`src/rtl/fifo_wr_arbiter.sv`:
```
// Round-robin arbiter sharing one FIFO write port between N_REQ producers,
// with bounded bursts of up to MAX_BURST words per ownership.
module fifo_wr_arbiter #(
   parameter int unsigned N_REQ      = 4,
   parameter int unsigned DATA_WIDTH = 8,
   parameter int unsigned MAX_BURST  = 2
) (
   input  logic                        clk,
   input  logic                        rst_n,
   input  logic [N_REQ-1:0]            i_req,
   input  logic [N_REQ*DATA_WIDTH-1:0] i_data,
   output logic [N_REQ-1:0]            o_gnt,
   output logic                        o_wr_en,
   output logic [DATA_WIDTH-1:0]       o_wr_data,
   input  logic                        i_full,
   output logic [$clog2(N_REQ)-1:0]    o_owner,
   output logic                        o_locked
);

   localparam int unsigned OW = $clog2(N_REQ);
   localparam int unsigned CW = $clog2(MAX_BURST + 1);

   logic [OW-1:0] owner_q, owner_d;
   logic [CW-1:0] cnt_q, cnt_d;
   logic          locked_q, locked_d;
   logic [OW-1:0] sel, idx;
   logic          found;
   logic          wr_en;

   // Locked owner keeps the port; otherwise search circularly from owner+1,
   // leaving the previous owner at lowest priority.
   always_comb begin
      sel   = owner_q;
      idx   = owner_q;
      found = 1'b0;
      if (locked_q && i_req[owner_q]) begin
         found = 1'b1;
      end else begin
         for (int unsigned i = 1; i <= N_REQ; i++) begin
            idx = OW'((32'(owner_q) + i) % N_REQ);
            if (!found && i_req[idx]) begin
               sel   = idx;
               found = 1'b1;
            end
         end
      end
   end

   assign wr_en = rst_n && found && !i_full;

   always_comb begin
      o_gnt     = '0;
      o_wr_data = '0;
      o_wr_en   = wr_en;
      for (int unsigned k = 0; k < N_REQ; k++) begin
         if (wr_en && sel == OW'(k)) begin
            o_gnt[k]  = 1'b1;
            o_wr_data = i_data[k*DATA_WIDTH +: DATA_WIDTH];
         end
      end
   end

   always_comb begin
      owner_d  = owner_q;
      cnt_d    = cnt_q;
      locked_d = locked_q;
      if (wr_en) begin
         if (locked_q && sel == owner_q) begin
            cnt_d = cnt_q + CW'(1);
         end else begin
            owner_d = sel;
            cnt_d   = CW'(1);
         end
         locked_d = (32'(cnt_d) < MAX_BURST);
      end else if (!i_full && !found) begin
         locked_d = 1'b0;
      end
   end

   always_ff @(posedge clk or negedge rst_n) begin
      if (!rst_n) begin
         owner_q  <= OW'(N_REQ - 1);
         cnt_q    <= '0;
         locked_q <= 1'b0;
      end else begin
         owner_q  <= owner_d;
         cnt_q    <= cnt_d;
         locked_q <= locked_d;
      end
   end

   assign o_owner  = owner_q;
   assign o_locked = locked_q;

endmodule

```
`config.mk`:
```
export PLATFORM = sky130hd
export DESIGN_NAME = fifo_wr_arbiter
export DESIGN_NICKNAME = d
export VERILOG_FILES = /design/src/rtl/fifo_wr_arbiter.sv
export SDC_FILE = /design/constraint.sdc
export NUM_CORES = 1
export LEC_CHECK = 0
export BUFFER_PORTS_ARGS = -buffer_cell sky130_fd_sc_hd__clkbuf_2
export CORE_ASPECT_RATIO = 1.25
export CORE_UTILIZATION = 43
export CTS_CLUSTER_DIAMETER = 50
export DETAILED_ROUTE_END_ITERATION = 6
export GPL_TIMING_DRIVEN = 0
export PLACE_DENSITY = 0.83
export SKIP_CTS_REPAIR_TIMING = 1
export SYNTH_ARGS = -nofsm -noshare
export SYNTH_HDL_FRONTEND = slang
export SYNTH_SLANG_ARGS = --single-unit
```
`constraint.sdc`:
```
create_clock -name clk -period 2.3 [get_ports clk]
set_clock_uncertainty 0.05 [all_clocks]
set_input_delay 0.23 -clock clk [delete_from_list [all_inputs] [get_ports clk]]
set_output_delay 0.23 -clock clk [all_outputs]
set_load 0.005 [all_outputs]
```
Word level (Yosys, flattened, before mapping)
Index checks and enable logic that the tools add are counted.
{ "word_totals": {"reg_bits": 5, "in_bits": 39, "out_inout_bits": 16, "elab_cells": 74} }
{ "op_classes": {"n_addsub": 5, "magnitude_cmp": 6, "eq_ne": 4, "n_mux": 35, "bitwise_logic": 1, "reduce_logical": 20} }
{ "op_table": {"columns": ["cell", "n"], "rows": [
  ["two-way mux 8 bit", 4],
  ["two-way mux 1 bit", 19],
  ["less-than comparator 2 x 3 -> 1 bit (second input constant)", 5],
  ["two-way mux 2 bit", 7],
  ["logical AND 1 bit", 12],
  ["binary-select mux 1 bit (select 2 bit)", 5],
  ["adder 2 x 1 -> 2 bit (second input constant)", 3],
  ["logical NOT 1 bit", 5],
  ["adder 2 bit (second input constant)", 2],
  ["== test 2 bit (second input constant)", 2],
  ["== test 2 x 1 -> 1 bit (second input constant)", 1],
  ["== test 2 bit", 1],
  ["logical NOT 2 bit", 1],
  ["less-than comparator 2 bit (second input constant)", 1],
  ["AND reduction 2 bit", 1],
  ["nonzero test 2 bit", 1],
  ["NOT 1 bit", 1]
]} }

Longest topological paths before layout
{ "depth": {"ltp_word": 24, "depth_mapped": 9, "ltp_nobuf": 6} }

Worst setup path after synthesis
No wires, ideal clock.
{ "synth_path": {"kind": "reg2out", "start": "register owner_q[0], in the netlist o_owner[0]", "end": "output o_wr_data[0]", "arrival_time_ns": 2.020, "t_required_ns": 2.020, "setup_slack_ns": 0.000, "stages_incl_launch_ff": 8, "n_path_buf": 1, "cell_sequence": "dfstp_2 -> buf_2 -> inv_1 -> a31o_2 -> or2_4 -> a22o_4 -> a221o_1 -> o32ai_1"} }
{ "synth_via": {"elab_chain_len": 24, "elab_cells_between_ends": 48, "classes_between": "add/sub: 4; eq/ne: 3; mux: 27; reduce/logical: 14"} }
{ "synth_rtl": {"columns": ["element", "line_no", "text"], "rows": [
  ["start, declared", "23", "logic [OW-1:0] owner_q, owner_d;"],
  ["start signal, assigned", "82", "owner_q <= OW'(N_REQ - 1);"],
  ["start signal, assigned", "86", "owner_q <= owner_d;"],
  ["adder 2 x 1 -> 2 bit", "40", "idx = OW'((32'(owner_q) + i) % N_REQ);"],
  ["binary-select mux 1 bit (select 2 bit)", "41", "if (!found && i_req[idx]) begin"],
  ["two-way mux 1 bit (implied by the code)", "41", null],
  ["two-way mux 1 bit", "41", null],
  ["two-way mux 1 bit", "36", "if (locked_q && i_req[owner_q]) begin"],
  ["logical NOT 1 bit", "41", null],
  ["logical AND 1 bit", "41", null],
  ["two-way mux 1 bit", "41", null],
  ["[... 5 more ...]", null, null],
  ["logical NOT 1 bit", "41", null],
  ["logical AND 1 bit", "41", null],
  ["two-way mux 1 bit", "41", null],
  ["two-way mux 1 bit", "36", null],
  ["logical AND 1 bit (2 in a row)", "49", "assign wr_en = rst_n && found && !i_full;"],
  ["logical AND 1 bit", "56", "if (wr_en && sel == OW'(k)) begin"],
  ["two-way mux 8 bit (3 in a row)", "56", null],
  ["two-way mux 8 bit (*)", "56", null],
  ["end, declared", "14", "output logic [DATA_WIDTH-1:0] o_wr_data,"]
]} }
Every way passes the cells marked *; elsewhere a longest branch is shown, timed or not. The select of a mux whose other input is x is not followed.

Worst setup path after layout
{ "layout_path": {"start": "register owner_q[1], in the netlist o_owner[1]", "end": "output o_wr_data[0]"} }
Same word-level chain as after synthesis.

==> results.toml <==
[run_status]
status = "finished, violations left"
violations = "setup timing"

[floorplanning]
core_sq_mm = 0.00253
rows = 20
dieArea_sq_mm = 0.00296
die_w_um = 48.9
ioPinCount = 55
start_util_pct = 46.8
dieHeight_um = 60.6

[clock_network]
cts_tree = "yes"
clk_pin_slew_worst_paths_ns = 0.04
root_buffer = "clkbuf_4"
cts.sinks = 5
numCtsBuffers = 3
clock_latency_ns = 0.24
cts_buffer_depth = 2
htreeDepth = 1

[worst_setup_path]
crit_family = "compound AO/OA/AOI/OAI gates"
reg2reg_depth = 9
timing.rr.start = "o_owner[1]"
cp-end-kind = "primary output"
path_cells = "buf_6 -> inv_6 -> a32o_2 -> o21bai_4 -> a221oi_4 -> nand2b_4 -> buf_8 -> o32ai_1 -> buf_2"
r2r_end = "cnt_q[0]"
r2r_slack_ns = 0.08
critPathRequiredTime_ns = 2.02
critical_path.slowest_cell = "dfstp_2"
critPathMaxStageDelay_ns = 0.58
path_max_fanout = 8
worstPathArrival_ns = 2.49
critPathBufInv = 4
worstSetupStartpointType = "register"
critPathKind = "reg2out"

[synth]
synth-main-ff-cell = "dfrtp_1"
syn-cell-area_sq_mm = 0.00118
synth-async-reset-ratio_pct = 100
yosysWarningCount = 0
synthMuxAreaShare_pct = 17.9
synth_edf_count = 0
synthAdderAreaFrac_pct = 0
ys_seq_area_share_pct = 10.8
ys_ff_latch = 5
avgSynthCellArea_sq_um = 7.78
synthSimpleGateAreaFrac_pct = 15.7
synth_cells = 152
ys_types = 43
synthXorXnorAreaFrac_pct = 1.48
synth_top_family_by_area = "compound AO/OA/AOI/OAI gates"
syn_nets = 191
synth_compound_area_share_pct = 43.8

[global_route]
grt_use_total_pct = 22.3
grt_max_degree = 11
grt_overflow_total = 0
grt_pass1_vias = 1220
antenna_found_initial = 0
grt_pass1_wl_um = 5260

[min_path]
whs_path_depth = 3
holdCritPathClass = "in2reg"
holdPathEnd = "o_locked"
worstHoldStart = "i_full"

[final_layout]
fillers = 198
num-nets-final = 263
areaGrowthSynthToFinish_pct = 49.3
drive_gt1_share_pct = 51.1
num_antenna_cells = 0

[placed_design]
gp_congestion = 0.818
dp_hpwl_um = 2530
io_buffers = 52
dp_slack_ns = -0.354

[sta]
fin_tns_setup_ns = -4.94
setup_ws_ns = -0.473
min_period_ns = 2.77
max_freq_ghz = 0.361
hold_violations = 0
worst_slew_pin_slew_ns = 0.547
slew_headroom_pct = 63.4
setup_viol = 12
slew_viol_final = 0
rsz0062_at_grt = "yes"
fin_crit_sh_pct = 121
timing.hold.ws_ns = 0.221

[drt]
post-route-drc-count = 0
dr_total_vias = 1545
routed_wl_um = 3810
first_iter_violations = 51
drtAntennaViolNets = 0
via_per_inst = 6.04
drtPass1Iterations = 4
wire_per_inst_um = 14.9

[pwr]
leakage_nw = 0.854
irDropWorstVdd_mv = 0.646
p_total_mw = 2.28
pwr_density_cell_mw_per_mm2 = 1290

[flow_run]
maxCapViolCount = 0
-- registers in the layout (all words and copies together) (netlist names) --
| name | flops |
|---|---|
| o_owner | 2 |
| o_locked | 1 |
| cnt_q | 2 |
-- worst max path at each step --
stage                    start            to  slack [ns]  cells after the start
floorplan           o_owner[1]  o_wr_data[0]       0.003                      7
global placement    o_owner[1]  o_wr_data[3]       -0.35                     10
detailed placement  o_owner[1]  o_wr_data[2]       -0.35                      8
CTS                 o_owner[1]  o_wr_data[2]       -0.61                     10
global route        o_owner[1]  o_wr_data[4]       -0.53                      9
finish              o_owner[1]  o_wr_data[0]       -0.47                      9
-- synth_stat cells, drive strengths merged (2+ instances only) --
cell / instances / area share, %
nor2: 19 / 6.0
buf: 12 / 6.0
inv: 11 / 3.7
mux2i: 11 / 9.3
a211oi: 9 / 5.7
mux2: 9 / 8.6
a221o: 8 / 6.8
o22ai: 8 / 4.2
o32ai: 8 / 5.9
a21oi: 7 / 3.0
nand2: 7 / 2.2
nand2b: 4 / 2.1
a221oi: 3 / 4.2
a22oi: 3 / 2.3
dfrtp: 3 / 6.3
a21o: 2 / 1.3
a31oi: 2 / 1.1
clkbuf: 2 / 0.64
dfstp: 2 / 4.4
nor3: 2 / 0.85
nor3b: 2 / 1.3
o31ai: 2 / 1.3
xnor2: 2 / 1.5
-- cells in the final DEF, fill, tap and decap left out, drive strengths merged, types with 3 or more instances in the layout --
cell type | synthesis | routed
a221o | 8 | 8
nand2b | 4 | 4
nand2 | 7 | 7
o22ai | 8 | 8
buf | 12 | 35
a22oi | 3 | 3
mux2 | 9 | 9
clkbuf | 2 | 49
a221oi | 3 | 3
a211oi | 9 | 9
dfrtp | 3 | 3
a21oi | 7 | 7
mux2i | 11 | 11
nor2 | 19 | 19
inv | 11 | 11
o32ai | 8 | 8
-- tightest hold or removal path, cell delays in order --
cell	delay, ns
clkbuf_2	0.10
o21ai_0	0.08
nand2_1	0.06
-- kinds of logic (layout without fill, tap and decap cells) --
family / Yosys count / in the layout
XOR/XNOR: 2 / 2
buffers and inverters: 25 / 96
AO/OA/AOI/OAI: 61 / 61
flip-flops: 5 / 5
multiplexers: 20 / 20
AND/OR/NAND/NOR: 39 / 39
-- report_power, final --
group	internal, mW	switching [mW]
Sequential	0.142	0.0490
Combinational	1.01	0.982
Clock	0.0653	0.0323
Total	1.22	1.06
-- area by class of cell --
type	count	area, sq um	share of cell area [%]
repair buffers	67	375	21.3
plain buffers	14	129	7.30
clock buffers	4	26.3	1.49
multi-input cells	122	1020	57.8
inverters	11	46.3	2.62
flip-flops and latches	5	128	7.23
well taps	33	41.3	2.34
-- metal layers --
layer	routed length (um)	up-vias	global-route usage, %	part of all wire [%]
met5	0	-	0	0
met2	1940	48	38.1	51
li1	-	742	-	-
met1	1700	753	30.3	45
met4	15	0	4.20	0.39
met3	154	2	3.01	4.0
-- through the flow --
step / instance area [sq um] / util, % / cells
2_1_floorplan: 1180 / - / 152
3_3_place_gp: 1490 / 58.8 / 237
3_5_place_dp: 1490 / 58.8 / 237
4_1_cts: 1510 / 59.9 / 241
5_1_grt: 1770 / 69.9 / 256
6_report: 1770 / 69.9 / 256
(Power assumes the default switching activity.)
